===== src/rtl/pipe_event_pkg.sv =====
`default_nettype none
// +------------------------------------------------------------------+
// | pipe_event_pkg                                                   |
// | Shared state and read-select encodings for pipe_event_counter.   |
// | Revision: 1.0                                                    |
// +------------------------------------------------------------------+
package pipe_event_pkg;

    typedef enum logic [1:0] {
        IDLE = 2'd0,
        RUN  = 2'd1,
        DONE = 2'd2
    } state_t;

    localparam logic [1:0] SEL_CYCLE  = 2'd0;
    localparam logic [1:0] SEL_STALL  = 2'd1;
    localparam logic [1:0] SEL_FLUSH  = 2'd2;
    localparam logic [1:0] SEL_RETIRE = 2'd3;

    localparam int c_num_cnt = 4;

endpackage
`default_nettype wire


===== src/rtl/sat_counter.sv =====
`default_nettype none
// +------------------------------------------------------------------+
// | sat_counter                                                      |
// | Up-counter with synchronous clear that sticks at all-ones.       |
// | Revision: 1.0                                                    |
// +------------------------------------------------------------------+
module sat_counter #(
    parameter int W = 32
) (
    input  logic         clk_i,
    input  logic         rst_i,
    input  logic         clr_i,
    input  logic         inc_i,
    output logic [W-1:0] q_o
);

    always_ff @(posedge clk_i or negedge rst_i) begin
        if (!rst_i) begin
            q_o <= '0;
        end else if (clr_i) begin
            q_o <= '0;
        end else if (inc_i && (q_o != '1)) begin
            q_o <= q_o + W'(1);
        end
    end

endmodule
`default_nettype wire


===== src/rtl/pipe_event_counter.sv =====
`default_nettype none
// +------------------------------------------------------------------+
// | pipe_event_counter                                               |
// | Cycle/stall/flush/retire monitor with snapshot bank and read mux.|
// | Revision: 1.0                                                    |
// +------------------------------------------------------------------+
module pipe_event_counter
    import pipe_event_pkg::*;
#(
    parameter int CNT_W      = 32,
    parameter int MAX_CYCLES = 64
) (
    input  logic             clk_i,
    input  logic             rst_i,
    input  logic             start_i,
    input  logic             stall_i,
    input  logic             branch_i,
    input  logic             retire_i,
    input  logic             clear_i,
    input  logic             snap_i,
    input  logic [1:0]       sel_i,
    output logic [CNT_W-1:0] rdata_o,
    output logic             running_o,
    output logic             done_o
);

    // A budget wider than the counter can never be reached; the run then never ends.
    localparam bit c_budget_fits =
        (longint'(MAX_CYCLES) - 1) < (longint'(1) << CNT_W);
    localparam logic [CNT_W-1:0] c_last_cycle = CNT_W'(MAX_CYCLES - 1);

    state_t           r_state;
    logic             r_running;
    logic             r_done;
    logic [CNT_W-1:0] r_rdata;
    logic [CNT_W-1:0] r_shadow [c_num_cnt];
    logic [CNT_W-1:0] w_live   [c_num_cnt];
    logic [c_num_cnt-1:0] w_inc;
    logic             w_count;
    logic             w_last;

    assign w_count = (r_state == RUN) && start_i && !clear_i;
    assign w_last  = c_budget_fits && (w_live[SEL_CYCLE] == c_last_cycle);

    assign w_inc[SEL_CYCLE]  = w_count;
    assign w_inc[SEL_STALL]  = w_count && stall_i && !branch_i;
    assign w_inc[SEL_FLUSH]  = w_count && branch_i;
    assign w_inc[SEL_RETIRE] = w_count && retire_i;

    generate
        for (genvar g = 0; g < c_num_cnt; g++) begin : g_cnt
            sat_counter #(.W(CNT_W)) u_cnt (
                .clk_i (clk_i),
                .rst_i (rst_i),
                .clr_i (clear_i),
                .inc_i (w_inc[g]),
                .q_o   (w_live[g])
            );
        end
    endgenerate

    always_ff @(posedge clk_i or negedge rst_i) begin
        if (!rst_i) begin
            r_state   <= IDLE;
            r_running <= 1'b0;
            r_done    <= 1'b0;
        end else if (clear_i) begin
            r_state   <= IDLE;
            r_running <= 1'b0;
            r_done    <= 1'b0;
        end else begin
            case (r_state)
                IDLE: begin
                    if (start_i) begin
                        r_state   <= RUN;
                        r_running <= 1'b1;
                    end
                end
                RUN: begin
                    if (!start_i) begin
                        r_state   <= IDLE;
                        r_running <= 1'b0;
                    end else if (w_last) begin
                        r_state   <= DONE;
                        r_running <= 1'b0;
                        r_done    <= 1'b1;
                    end
                end
                DONE: begin
                    r_state <= DONE;
                end
                default: begin
                    r_state   <= IDLE;
                    r_running <= 1'b0;
                    r_done    <= 1'b0;
                end
            endcase
        end
    end

    // Shadows take the live values before this edge's increment or clear.
    always_ff @(posedge clk_i or negedge rst_i) begin
        if (!rst_i) begin
            for (int i = 0; i < c_num_cnt; i++) r_shadow[i] <= '0;
            r_rdata <= '0;
        end else begin
            if (snap_i) begin
                for (int i = 0; i < c_num_cnt; i++) r_shadow[i] <= w_live[i];
            end
            r_rdata <= r_shadow[sel_i];
        end
    end

    assign rdata_o   = r_rdata;
    assign running_o = r_running;
    assign done_o    = r_done;

endmodule
`default_nettype wire


===== config.mk =====
export PLATFORM = sky130hd
export DESIGN_NAME = pipe_event_counter
export DESIGN_NICKNAME = d
export VERILOG_FILES = /design/src/rtl/pipe_event_pkg.sv /design/src/rtl/sat_counter.sv /design/src/rtl/pipe_event_counter.sv
export SDC_FILE = /design/constraint.sdc
export NUM_CORES = 1
export LEC_CHECK = 0
export ABC_AREA = 1
export CAP_MARGIN = 15
export CORE_MARGIN = 2
export CORE_UTILIZATION = 64
export CTS_CLUSTER_SIZE = 12
export DETAILED_ROUTE_END_ITERATION = 10
export PLACE_DENSITY = 0.82
export SLEW_MARGIN = 0
export SYNTH_ARGS = -nofsm -noshare
export SYNTH_HDL_FRONTEND = slang
export SYNTH_SLANG_ARGS = --single-unit

===== constraint.sdc =====
create_clock -name clk_i -period 3.9 [get_ports clk_i]
set_input_delay 0.78 -clock clk_i [delete_from_list [all_inputs] [get_ports clk_i]]
set_output_delay 0.78 -clock clk_i [all_outputs]
set_load 0.1 [all_outputs]

# Yosys cells after proc, flatten, opt, wreduce, memory -nomap -nowiden
# Cells that the tools add are included.
# totals
regBits,292
wordCells,77
# op_classes
add_sub_neg,4
n_lt_le_gt_ge,1
n_eq_ne,13
muxes,25
n_bitwise,1
n_reduce_logical,21
# ops
op,count
2-to-1 mux 32 bit,10
adder 32 x 1 -> 32 bit (second input constant),4
!= test 32 bit (second input constant),4
binary-select mux 32 bit (select 2 bit),1
== test 32 x 6 -> 1 bit (second input constant),1
logical AND 1 bit,10
!= test 3 bit (second input constant),3
2-to-1 mux 2 bit,4
nonzero test 2 bit,4
2-to-1 mux 1 bit,7
case mux 2 bit (3 select lines),1
AND reduction 3 bit,2
!= test 4 bit (second input constant),1
>= comparator 3 bit (second input constant),1
inverter 2 -> 3 bit,1
case mux 1 bit (3 select lines),1
== test 2 x 1 -> 1 bit (second input constant),1
== test 2 bit (second input constant),1
logical NOT 1 bit,2
logical NOT 2 bit,1
!= test 2 x 1 -> 1 bit (second input constant),1
!= test 2 bit (second input constant),1
case mux 1 bit (2 select lines),1
AND reduction 2 bit,1
OR reduction 2 bit,1

# Longest topological paths before layout
# logic_depth
ltp_word,8
mapped_depth,13
mapped_depth_nobuf,11

# By module
# A second synthesis with hierarchy kept.
# hier_totals
hier_cells,2047
area_unflattened_um2,15822.7
# modules_own_cells
module,cells_per_inst,area_per_inst_um2,seq_area_each_um2,n_inst
sat_counter,345,2243.4,800.8,4
pipe_event_counter,667,6849.1,4103.9,1

# Least setup slack after synthesis
# No wires, ideal clock.
# synth_timing
kind,in2reg
startpoint,input port clear_i
endpoint,register g_cnt[2].u_cnt.q_o[20]
t_arrival_ps,1784
setup_time_ps,119
path_buffers,2
path_stages,10
required_time_ps,3781
slack_ps,1997
cell_sequence,clkinv_2 nand3_2 nor2_2 nand2_4 nand2_4 inv_2 buf_6 buf_8 nand2_1 nand2_1
# synth_between
elab_chain_cells,5
# synth_lines
item,line,text
start: declaration,pipe_event_counter.sv:19,"input logic clear_i,"
logical NOT 1 bit,pipe_event_counter.sv:42,assign w_count = (r_state == RUN) && start_i && !clear_i;
logical AND 1 bit,pipe_event_counter.sv:42,
logical AND 1 bit,pipe_event_counter.sv:47,assign w_inc[SEL_FLUSH] = w_count && branch_i;
logical AND 1 bit,sat_counter.sv:22,end else if (inc_i && (q_o != '1)) begin
nonzero test 2 bit (no source line),--,
end signal: assignment,sat_counter.sv:23,q_o <= q_o + W'(1);
end: declaration,sat_counter.sv:14,output logic [W-1:0] q_o
# Parallel ways exist; a longest one is shown, timed or not.
# A chain may end at the register's enable or synchronous reset.

# Final worst setup path
# layout_timing
startpoint,"register r_done, in the netlist done_o"
endpoint,output port done_o
# layout_rtl
item,line,text
start: declaration,pipe_event_counter.sv:34,logic r_done;
start signal: assignment,pipe_event_counter.sv:66,r_done <= 1'b0;
start signal: assignment,pipe_event_counter.sv:70,r_done <= 1'b0;
start signal: assignment,pipe_event_counter.sv:86,r_done <= 1'b1;
end: declaration,pipe_event_counter.sv:24,output logic done_o
# No word-level cell between the ends.

==> impl_table.tex <==
\begin{tabular}{lr}
\hline
Metric & Value \\
\hline
\multicolumn{2}{l}{\textbf{Timing}} \\
\quad Number of failing hold endpoints at the final stage & 0 \\
\quad Share of the clock period used by the worst path & 73.2\% \\
\quad Maximum clock frequency & 350 MHz \\
\quad Tightest Pin Transition & 0.990 ns \\
\quad Number of pins with negative max-slew slack in the final report & 0 \\
\quad Setup skew after layout & 0.0128 ns \\
\quad Final setup fails & 0 \\
\quad Setup ws final & 1.05 ns \\
\quad Relative slew slack & 33.8\% \\
\quad RSZ-0062 raised after global routing & no \\
\quad Final critical-path required period & 2.85 ns \\
\quad Fin Setup TNS & 0 ns \\
\multicolumn{2}{l}{\textbf{Detailed routing}} \\
\quad Iter 0 DRT Violations & 1383 \\
\quad Post-Route WL & 42700 µm \\
\quad DRT antenna net count & 0 \\
\quad Via total after detailed routing & 14000 \\
\quad Post-DR vias/cell & 5.83 \\
\quad Final routed wire length divided by cell count & 17.8 µm \\
\quad Pre-Repair DR Iteration Count & 6 \\
\quad Post-route DRC violation count & 0 \\
\multicolumn{2}{l}{\textbf{Critical path}} \\
\quad Data required time of the worst path & 3.12 ns \\
\quad Arr. time, crit path & 2.07 ns \\
\quad Worst Path Class, Setup & reg -> out \\
\quad Slowest stage delay, CP & 1.14 ns \\
\quad Crit-path max FO & 2 \\
\quad Worst-path cell with the longest stage delay & clkdlybuf4s50\_1 \\
\quad Category of the worst setup path capture point & primary output \\
\quad Total buffers and inverters traversed by the critical path & 1 \\
\quad Delay-heaviest family, CP & buffers and inverters \\
\quad Cell breakdown of the critical path & clkdlybuf4s50\_1 \\
\quad Startpoint type of the worst setup path & flip-flop \\
\quad Worst reg-to-reg setup slack & 1.77 ns \\
\multicolumn{2}{l}{\textbf{Power and ir drop}} \\
\quad Power density over the cells & 407 nW/µm² \\
\quad Leakage component of the power & 0.00781 µW \\
\quad Maximum vdd ir drop & 0.372 mV \\
\multicolumn{2}{l}{\textbf{Cells and area}} \\
\quad Filler cell count & 1888 \\
\quad Antenna cell count & 0 \\
\quad Proportion of layout cells with a drive suffix above 1 & 7.13\% \\
\quad Area growth from synthesis to final layout & 10.9\% \\
\quad Count of nets after finishing & 2070 \\
\multicolumn{2}{l}{\textbf{Synth}} \\
\quad Post-Synthesis Net Count & 2051 \\
\quad Post-synthesis sequential area ratio & 48.1\% \\
\quad Commonest cells post-synth & 609 x nand2\_1, 380 x nor2\_1, 292 x dfrtp\_1 \\
\quad Top-count cell post-synth & nand2\_1 \\
\quad Most used flip-flop cell after synthesis & dfrtp\_1 \\
\quad Number of warnings printed during yosys synthesis & 0 \\
\quad Top-area cell type share of the netlist area & 48.1\% \\
\quad Largest area contributor in the synthesized netlist & dfrtp\_1 \\
\quad Synthesized cell area & 15200 µm² \\
\quad Top post-synthesis cells by area & dfrtp\_1 48\%, nand2\_1 15\%, nor2\_1 9.4\% \\
\quad Instance count of the mapped netlist & 2037 \\
\quad Number of enable-type register cells in the synthesized netlist & 0 \\
\quad Post-synth ARST share & 100\% \\
\quad Avg Cell Area, Syn & 7.46 µm² \\
\quad Register bit total from synthesis & 292 \\
\quad Yosys cell types & 34 \\
\multicolumn{2}{l}{\textbf{Worst hold path}} \\
\quad Type of the worst min-delay path & in -> async \\
\multicolumn{2}{l}{\textbf{Clocking}} \\
\quad Clock-pin slew on the worst setup and hold paths & 0.06 ns \\
\quad TritonCTS clock tree & yes \\
\quad Post-CTS Repair Setup Buffers & 0 \\
\quad Maximum level of the CTS H-tree & 1 \\
\quad Clock Latency Late Sink & 0.56 ns \\
\quad CTS Root Cell & clkbuf\_16 \\
\quad Hold bufs inserted after CTS & 0 \\
\quad Bufs on Longest Clock Path & 3 \\
\quad Total of cells resized after clock tree synthesis & 0 \\
\quad TritonCTS sink count & 292 \\
\quad Number of buffers created by CTS & 31 \\
\multicolumn{2}{l}{\textbf{Floorplanning}} \\
\quad Die Y-Extent & 158 µm \\
\quad Count of pins on the block boundary & 44 \\
\quad Starting density of the core & 64.9\% \\
\quad Area of the core & 23400 µm² \\
\quad Std cell rows & 56 \\
\quad Die outline area & 25000 µm² \\
\quad Die width & 158 µm \\
\multicolumn{2}{l}{\textbf{Job}} \\
\quad Max cap viols & 0 \\
\multicolumn{2}{l}{\textbf{Placement}} \\
\quad Quantity of I/O buffers inserted on ports & 43 \\
\quad HPWL Detailed & 30400 µm \\
\quad RePlAce Congestion & 0.954 \\
\quad Pre-CTS WS & 0.960 ns \\
\multicolumn{2}{l}{\textbf{Run status}} \\
\quad Status & finished clean \\
\multicolumn{2}{l}{\textbf{Global route}} \\
\quad Maximum number of pins on one net before global-route repair & 138 \\
\quad Wire length of the first global-routing pass & 68500 µm \\
\quad Number of antenna violations at the first check in global routing & 0 \\
\quad Total grt overflow & 0 \\
\quad Via count of the first global-routing pass & 12900 \\
\quad Overall track demand over capacity in global routing & 35.1\% \\
\hline
\end{tabular}
[cells in the final DEF, fill, tap and decap left out, types with 23 or more instances in the layout]
| cell type | n |
|---|---|
| clkdlybuf4s50_1 | 40 |
| clkbuf_16 | 31 |
| nand4_1 | 82 |
| dfrtp_1 | 292 |
| nand2_1 | 609 |
| inv_1 | 139 |
| nor2_1 | 380 |
| o21ai_0 | 84 |
| nand3_1 | 93 |
| mux2_2 | 23 |
| o22ai_1 | 29 |
| a21oi_1 | 120 |
[routing by layer]
layer | share of wire [%] | GRT usage, %
met1 | 41 | 49.0
met4 | 3.3 | 10.6
met5 | 0 | 0
met2 | 47 | 57.3
met3 | 8.0 | 5.09
[through the flow]
stage               util [%]  hold slack, ns  total power [µW]  std cells  area (µm²)
floorplan                  -           0.475              3720       2037       15200
global placement        67.7           0.465              3960       2342       15800
detailed placement      67.7           0.465              3980       2342       15800
CTS                     72.0           0.282              6870       2394       16900
global route            72.0           0.319              7060       2394       16900
finish                  72.0           0.248              6860       2394       16900
[final timing paths]
kind | start | end | depth (start not counted)
min reg2reg | running_o$_DFFE_PN0P_ | running_o$_DFFE_PN0P_ | 2
min in group clk_i | running_o$_DFFE_PN0P_ | running_o$_DFFE_PN0P_ | 2
max | done_o$_DFFE_PN0P_ | done_o | 1
max reg2reg | g_cnt[2].u_cnt.q_o[0]$_DFFE_PN0P_ | g_cnt[2].u_cnt.q_o[31]$_DFFE_PN0P_ | 11
min | rst_i | g_cnt[3].u_cnt.q_o[6]$_DFFE_PN0P_ | 1
max in group asynchronous | rst_i | r_state[1]$_DFFE_PN0P_ | 2
[area by class of cell]
| class | instances | area (µm²) | share of cell area (%) |
|---|---|---|---|
| clock buffers | 46 | 922 | 5.47 |
| clock inverters | 6 | 80.1 | 0.475 |
| inverters | 150 | 572 | 3.39 |
| multi-input cells | 1521 | 6970 | 41.4 |
| flip-flops and latches | 292 | 7310 | 43.4 |
| well taps | 319 | 399 | 2.37 |
| repair buffers | 60 | 597 | 3.54 |
[where the power goes]
part | internal, µW | switching (µW)
Sequential | 3140 | 69.5
Clock | 1740 | 1190
Combinational | 160 | 563
Total | 5040 | 1820
[sequential cells by signal (all words and copies together) (netlist names)]
register and flops:
g_cnt.u_cnt.q_o 128, r_shadow 128, rdata_o 32, r_state 2, done_o 1, running_o 1
[cells by family (layout without fill, tap and decap cells)]
| group | Yosys count | in the layout | synth area share [%] |
|---|---|---|---|
| xor gates and xnor gates | 30 | 30 | 1.73 |
| AOI/OAI and AO/OA | 242 | 242 | 8.22 |
| DFF | 292 | 292 | 48.1 |
| and+or+nand+nor | 1222 | 1222 | 33.9 |
| adders and majority gates | 4 | 4 | 0.329 |
| buffers and inverters | 224 | 262 | 6.03 |
| muxes | 23 | 23 | 1.70 |
(Power assumes the default switching activity.)
